`src/rtl/spike_rate_meter.sv`:
```
// -----------------------------------------------------------------------------
// spike_rate_meter
//
// Measures the firing rate of the network spike output. Rising edges of
// spike_in are counted over fixed windows of WINDOW_CYCLES enabled cycles.
// At the end of each window the module publishes:
//   - a saturated count,
//   - an overflow flag,
//   - a display byte,
// and raises rate_valid for exactly one cycle.
//
// Optional feature macro: SPIKE_SEG7_EN
//   undefined : seg_out = count_out zero-extended to 8 bits
//   defined   : seg_out[6:0] = hex 7-segment code of count_out[3:0]
//               (bit0 = a .. bit6 = g, active-high)
//               seg_out[7]   = overflow, shown as the decimal point
//
// Parameters
//   WINDOW_CYCLES  window length in enabled clk cycles (>= 2)
//   COUNT_W        accumulator / count width (4..8)
//
// Ports
//   clk         in   1        single clock, rising edge
//   reset       in   1        synchronous, active-high
//   ena         in   1        count enable; low freezes timer and accumulator
//   spike_in    in   1        spike train; may stay high for several cycles
//   count_out   out  COUNT_W  count for the last completed window
//   rate_valid  out  1        one-cycle pulse when count_out updates
//   overflow    out  1        last completed window saturated
//   seg_out     out  8        display bus
// -----------------------------------------------------------------------------
module spike_rate_meter #(
  parameter int WINDOW_CYCLES = 1000,
  parameter int COUNT_W       = 8
) (
  input  logic               clk,
  input  logic               reset,
  input  logic               ena,
  input  logic               spike_in,
  output logic [COUNT_W-1:0] count_out,
  output logic               rate_valid,
  output logic               overflow,
  output logic [7:0]         seg_out
);

  localparam int                 WCNT_W = (WINDOW_CYCLES > 2) ? $clog2(WINDOW_CYCLES) : 1;
  localparam logic [WCNT_W-1:0]  WLAST  = WCNT_W'(WINDOW_CYCLES - 1);
  localparam logic [COUNT_W-1:0] CMAX   = '1;

  logic [WCNT_W-1:0]  r_wcnt;
  logic [COUNT_W-1:0] r_acc;
  logic               r_ovf_acc;
  logic               r_spike_d;

  logic               w_edge;
  logic               w_term;
  logic               w_at_max;
  logic [COUNT_W-1:0] w_close_cnt;
  logic               w_close_ovf;

  // Saturating increment: the accumulator sticks at its maximum value and
  // never wraps.
  function automatic logic [COUNT_W-1:0] sat_inc(input logic [COUNT_W-1:0] v);
    return (v == CMAX) ? v : v + COUNT_W'(1);
  endfunction

  // Display encoding, computed from the values being published so that
  // seg_out lands on the same edge as count_out and overflow.
  function automatic logic [7:0] seg_enc(input logic [COUNT_W-1:0] c, input logic ov);
`ifdef SPIKE_SEG7_EN
    logic [6:0] s;
    case (c[3:0])
      4'h0: s = 7'h3F;
      4'h1: s = 7'h06;
      4'h2: s = 7'h5B;
      4'h3: s = 7'h4F;
      4'h4: s = 7'h66;
      4'h5: s = 7'h6D;
      4'h6: s = 7'h7D;
      4'h7: s = 7'h07;
      4'h8: s = 7'h7F;
      4'h9: s = 7'h6F;
      4'hA: s = 7'h77;
      4'hB: s = 7'h7C;
      4'hC: s = 7'h39;
      4'hD: s = 7'h5E;
      4'hE: s = 7'h79;
      default: s = 7'h71;
    endcase
    return {ov, s};
`else
    logic unused_ov;
    unused_ov = ov;
    return 8'(c);
`endif
  endfunction

  // spike_d tracks spike_in even while ena is low, so raising ena while
  // spike_in is already high does not create an edge.
  assign w_edge      = spike_in & ~r_spike_d;
  assign w_term      = ena & (r_wcnt == WLAST);
  assign w_at_max    = (r_acc == CMAX);

  // An edge on the terminal cycle belongs to the window that is closing.
  assign w_close_cnt = w_edge ? sat_inc(r_acc) : r_acc;
  assign w_close_ovf = r_ovf_acc | (w_edge & w_at_max);

  always_ff @(posedge clk) begin
    if (reset) begin
      r_wcnt     <= '0;
      r_acc      <= '0;
      r_ovf_acc  <= 1'b0;
      r_spike_d  <= 1'b0;
      count_out  <= '0;
      rate_valid <= 1'b0;
      overflow   <= 1'b0;
      seg_out    <= 8'h00;
    end else begin
      r_spike_d  <= spike_in;
      rate_valid <= 1'b0;
      if (w_term) begin
        count_out  <= w_close_cnt;
        overflow   <= w_close_ovf;
        seg_out    <= seg_enc(w_close_cnt, w_close_ovf);
        rate_valid <= 1'b1;
        r_acc      <= '0;
        r_ovf_acc  <= 1'b0;
        r_wcnt     <= '0;
      end else if (ena) begin
        r_wcnt <= r_wcnt + WCNT_W'(1);
        if (w_edge) begin
          r_acc <= sat_inc(r_acc);
          if (w_at_max) begin
            r_ovf_acc <= 1'b1;
          end
        end
      end
    end
  end

endmodule

```
`config.mk`:
```
export PLATFORM = sky130hd
export DESIGN_NAME = spike_rate_meter
export DESIGN_NICKNAME = d
export VERILOG_FILES = /design/src/rtl/spike_rate_meter.sv
export SDC_FILE = /design/constraint.sdc
export NUM_CORES = 1
export LEC_CHECK = 0
export ABC_AREA = 1
export CAP_MARGIN = 0
export CELL_PAD_IN_SITES_DETAIL_PLACEMENT = 0
export CELL_PAD_IN_SITES_GLOBAL_PLACEMENT = 2
export CORE_MARGIN = 5
export CORE_UTILIZATION = 25
export CTS_CLUSTER_DIAMETER = 100
export DETAILED_ROUTE_END_ITERATION = 10
export PLACE_DENSITY_LB_ADDON = 0.1
export SLEW_MARGIN = 20
export SYNTH_ARGS = -nofsm -noshare
export SYNTH_HDL_FRONTEND = slang
export SYNTH_SLANG_ARGS = --single-unit
```
`constraint.sdc`:
```
create_clock -name clk -period 2.65 [get_ports clk]
set_input_delay 0.53 -clock clk [delete_from_list [all_inputs] [get_ports clk]]
set_output_delay 0.53 -clock clk [all_outputs]
set_load 0.02 [all_outputs]
```
==> results.json, run 1 <==
{
  "cp-start-kind": "primary input",
  "portBuffers": 21,
  "min_period_ps": 1870,
  "synthArstFlopShare_pct": 0,
  "synth_seq_cells": 30,
  "r2r-start": "r_wcnt[1]",
  "total_power_w": 0.000937,
  "ir_worst_vdd_mv": 0.158,
  "layout_common_cells": "nand2_1, dfxtp_1, nor2_1",
  "final_hold_viol_count": 0,
  "syn_to_final_growth_pct": 20.3,
  "grt_pass1_wl_mm": 6.34,
  "num_rows": 28,
  "timing.critical_path.from": "ena",
  "numCtsBuffers": 5,
  "setup-violations-final": 0,
  "synth.avg_cell_area_sq_um": 6.80,
  "drc_errors": 0,
  "rsz0062_at_grt": "no",
  "p_per_area_mw_per_mm2": 507,
  "cts_root_buf": "clkbuf_8",
  "htreeDepth": 2,
  "cts_tree": "done",
  "clk_path_buf_depth": 2,
  "clkLatencyLatePin_ps": 280,
  "status": "complete, no violations",
  "synth_cell_types": 28,
  "ctsResizeCount": 0,
  "die_area_sq_mm": 0.00781,
  "crit_type": "in2reg",
  "syn_inst": 226,
  "endpoint_kind": "flop",
  "grt.overflow.total": 0,
  "skew_ps": 10.1,
  "crit_path_max_fanout": 22,
  "slew_viol_final": 0,
  "clock-sinks": 30,
  "n_antenna_cell": 0,
  "grt_pass1_vias": 1327,
  "cts_setup_buffers": 0,
  "fp.dieH_um": 88.4,
  "r2r_end": "seg_out[4]",
  "nNetsFinal": 249,
  "grt_antenna_before_repair": 0,
  "routed_via_density": 4.26,
  "hpwl_mm": 2.61,
  "num_vias": 1360,
  "finalSetupTns_ps": 0,
  "yosysWarnings": 0,
  "cellLeakagePower_nw": 0.826,
  "reg2reg_depth": 8,
  "drive_gt1_share_pct": 6.97,
  "ant_nets": 0,
  "clk_pin_slew_ps": 70,
  "slew_headroom_pct": 72.8,
  "pin_count": 22,
  "cp.arrival_ps": 2090,
  "syn_nets": 232,
  "syn_area_sq_mm": 0.00154,
  "drt-initial-drc-count": 38,
  "grt_max_degree": 23,
  "fin_crit_sh_pct": 70.4,
  "post-route-util_pct": 31.0,
  "crit_end": "r_wcnt[9]",
  "coreArea_sq_mm": 0.00596,
  "synth-main-ff-cell": "dfxtp_1",
  "cap_violations": 0,
  "start_util_pct": 25.8,
  "cp.required_ps": 2880,
  "hold_class": "reg2reg",
  "routed_wl_mm": 3.70,
  "layout_commonest_cell": "nand2_1",
  "synth_edf_count": 0,
  "cts_hold_buf": 0,
  "firstDrtPassIters": 4,
  "worst_slew_pin_slew_ps": 407,
  "die_w_um": 88.4,
  "fmax_mhz": 536,
  "ys_seq_area_share_pct": 39.1,
  "grt_use_total_pct": 10.7,
  "gp_congestion": 0.723,
  "r2r_slack_ps": 1030,
  "wl_per_cell_um": 11.6
}
## worst min-delay path by stage
stage                          start    endpoint  slack, ps  depth (start not counted)
final                     seg_out[3]  seg_out[3]        460                          2
after global routing      seg_out[3]  seg_out[3]        490                          2
after CTS                 seg_out[3]  seg_out[3]        470                          2
after detailed placement  seg_out[0]  seg_out[0]        460                          2
after global placement    seg_out[3]  seg_out[3]        450                          2
after floorplan            r_ovf_acc   r_ovf_acc        440                          2
## cell usage after synthesis (all sizes together), types with 3 or more instances
master | number | area (sq um)
nand2 | 72 | 280
nor2 | 31 | 126
dfxtp | 30 | 601
inv | 28 | 105
nand3 | 23 | 133
buf | 11 | 87.6
a21oi | 7 | 35.0
nand4 | 5 | 31.3
nor3 | 5 | 36.3
o21ai | 3 | 15.0
## per-layer routing
metal | up-vias | share of wire (%) | track usage [%]
li1 | 735 | - | -
met1 | 602 | 50 | 13.5
met2 | 17 | 45 | 17.3
met3 | 6 | 3.5 | 2.79
met4 | 0 | 1.7 | 4.53
met5 | - | 0 | 0
## logic make-up (layout without fill, tap and decap cells)
kind of cell | count (synthesis) | in the layout | synth area share (%)
fa+ha+maj | 2 | 2 | 1.63
xor+xnor | 3 | 3 | 1.71
simple gates | 137 | 137 | 40.0
buf+inv | 41 | 59 | 13.0
flops | 30 | 30 | 39.1
compound gates | 13 | 13 | 4.56
## flip-flops by register name, indices dropped and copies added, names as in the netlist
signal,cells
overflow,1
r_acc,8
rate_valid,1
r_spike_d,1
r_wcnt,10
r_ovf_acc,1
seg_out,8
## worst max-delay path, stage by stage
cell and delay [ps]:
clkdlybuf4s50_1 470, buf_4 260, nand3_1 110, nor2_1 320, nand4_1 180, nand2_1 90
nand2_1 50, nor2_1 80
## stage by stage
step | setup WS, ps | instance area [sq um] | instances | hold WS (ps)
detailed placement | 479 | 1760 | 311 | 456
CTS | 777 | 1850 | 319 | 466
finish | 785 | 1850 | 319 | 459
global placement | 538 | 1760 | 311 | 451
floorplan | 1310 | 1540 | 226 | 438
global route | 543 | 1850 | 319 | 489
## area by class of cell
class / count / area (sq um)
Timing Repair Buffer: 22 / 218
Inverter: 29 / 109
Fill cell: 676 / 4110
Clock inverter: 1 / 5.00
Clock buffer: 7 / 86.3
Multi-Input combinational cell: 155 / 736
Sequential cell: 30 / 601
Tap cell: 75 / 93.8
## report_power, final
| part | switching (W) | internal [W] | leakage [nW] |
|---|---|---|---|
| registers | 0.0000123 | 0.000463 | 0.244 |
| clock network | 0.000178 | 0.000209 | 0.0482 |
| logic | 0.0000469 | 0.0000274 | 0.534 |
(Power assumes the default switching activity.)
==> run 2: changes to the inputs <==
==> constraint.sdc (replaced) <==
create_clock -name clk -period 1.85 [get_ports clk]
set_input_delay 0.37 -clock clk [delete_from_list [all_inputs] [get_ports clk]]
set_output_delay 0.37 -clock clk [all_outputs]
set_load 0.02 [all_outputs]
==> results.json, run 2 (synthesis gave the netlist of run 1 again) <==
{
  "drt-initial-drc-count": 46,
  "top_register": "r_wcnt",
  "ctsResizeCount": 0,
  "endpoint_kind": "output port",
  "clock-sinks": 30,
  "numCtsBuffers": 5,
  "cp.buffers_inverters": 1,
  "grt_max_degree": 13,
  "skew_ps": 12.1,
  "globalRouteMet3Util_pct": 3.35,
  "fp.dieH_um": 88.4,
  "cp-start-kind": "flop",
  "clkLatencyLatePin_ps": 280,
  "cap_violations": 0,
  "cp.arrival_ps": 1250,
  "worst_slew_pin_slew_ps": 289,
  "reg2reg_depth": 8,
  "grt_util_met2_pct": 15.1,
  "wl_per_cell_um": 11.4,
  "die_w_um": 88.4,
  "final_hold_viol_count": 0,
  "fin_crit_sh_pct": 87.6,
  "ant_nets": 0,
  "cts_root_buf": "clkbuf_8",
  "htreeDepth": 2,
  "layout_common_cells": "nand2_1, dfxtp_1, nor2_1",
  "status": "complete, no violations",
  "path_cells": "clkdlybuf4s50_1",
  "met1_usage_pct": 15.4,
  "p_per_area_mw_per_mm2": 704,
  "grt.overflow.total": 0,
  "slew_viol_final": 0,
  "crit_path_max_fanout": 3,
  "drc_errors": 0,
  "reg.largest.list": "r_wcnt: 10 flops, r_acc: 8 flops, seg_out: 8 flops",
  "grt_use_total_pct": 10.8,
  "hold_class": "reg2reg",
  "cellLeakagePower_nw": 0.874,
  "rsz0062_at_grt": "no",
  "cp.depth": 1,
  "cp_slowest_cell": "clkdlybuf4s50_1",
  "pin_count": 22,
  "path_delay_family": "buffers and inverters",
  "routed_wl_mm": 3.73,
  "n_antenna_cell": 0,
  "hold_depth": 2,
  "crit_type": "reg2out",
  "coreArea_sq_mm": 0.00596,
  "ir_worst_vdd_mv": 0.240,
  "setup-violations-final": 0,
  "die_area_sq_mm": 0.00781,
  "fmax_mhz": 617,
  "r2r_end": "r_acc[0]",
  "timing.critical_path.from": "seg_out[7]",
  "syn_to_final_growth_pct": 25.5,
  "layout_commonest_cell": "nand2_1",
  "clk_path_buf_depth": 2,
  "nNetsFinal": 258,
  "drive_gt1_share_pct": 10.3,
  "gp_congestion": 0.714,
  "post-route-util_pct": 32.4,
  "firstDrtPassIters": 6,
  "cp.required_ps": 1480,
  "slew_headroom_pct": 80.7,
  "num_rows": 28,
  "r2r-start": "r_acc[0]",
  "grt_pass1_vias": 1275,
  "routed_via_density": 4.27,
  "cts_hold_buf": 0,
  "largest_reg_flops": 10,
  "cts_setup_buffers": 0,
  "crit_end": "seg_out[7]",
  "top_usage_layer": "met1",
  "min_period_ps": 1620,
  "r2r_slack_ps": 350,
  "start_util_pct": 25.8,
  "grt_pass1_wl_mm": 6.41,
  "grt_antenna_before_repair": 0,
  "finalSetupTns_ps": 0,
  "slowest_delay_ps": 620,
  "hpwl_mm": 2.76,
  "num_vias": 1399,
  "clk_pin_slew_ps": 70,
  "portBuffers": 21,
  "cts_tree": "done"
}
run 2: changes by cell type in the layout (fill, tap and decap cells not counted):
cell / change
buf_12: +1
buf_4: +8
run 2: power by group:
group / switching [W] / internal [W] / total, W
clock: 0.000262 / 0.000300 / 0.000562
sequential: 0.0000177 / 0.000662 / 0.000680
combinational: 0.0000689 / 0.0000463 / 0.000115
run 2: per-layer routing:
layer	part of all wire [%]	wire, um
met1	52	1940
met2	41	1550
met3	4.9	184
met4	1.7	64
met5	0	0
run 2: worst min-delay path by stage:
stage,from,end
2_1_floorplan,r_ovf_acc,r_ovf_acc
3_3_place_gp,seg_out[3],seg_out[3]
3_5_place_dp,seg_out[3],seg_out[3]
4_1_cts,seg_out[3],seg_out[3]
5_1_grt,seg_out[3],seg_out[3]
6_report,seg_out[3],seg_out[3]
run 2: final cells by class:
cell class,instances,area [sq um]
tap,75,93.8
inverter,29,109
fill,680,4030
clock buffer,7,86.3
sequential,30,601
clock inverter,1,5.00
timing repair buffer,31,298
multi-input combinational,155,736
run 2: metrics by stage:
stage | instance area (sq um) | setup WS, ps | power [W] | instances | hold WS (ps)
after floorplan | 1540 | 511 | 0.000773 | 226 | 438
after global placement | 1840 | 80.5 | 0.000814 | 320 | 449
after detailed placement | 1840 | 94.0 | 0.000812 | 320 | 456
after CTS | 1930 | 213 | 0.00138 | 328 | 467
after global routing | 1930 | 165 | 0.00143 | 328 | 492
final | 1930 | 230 | 0.00136 | 328 | 462
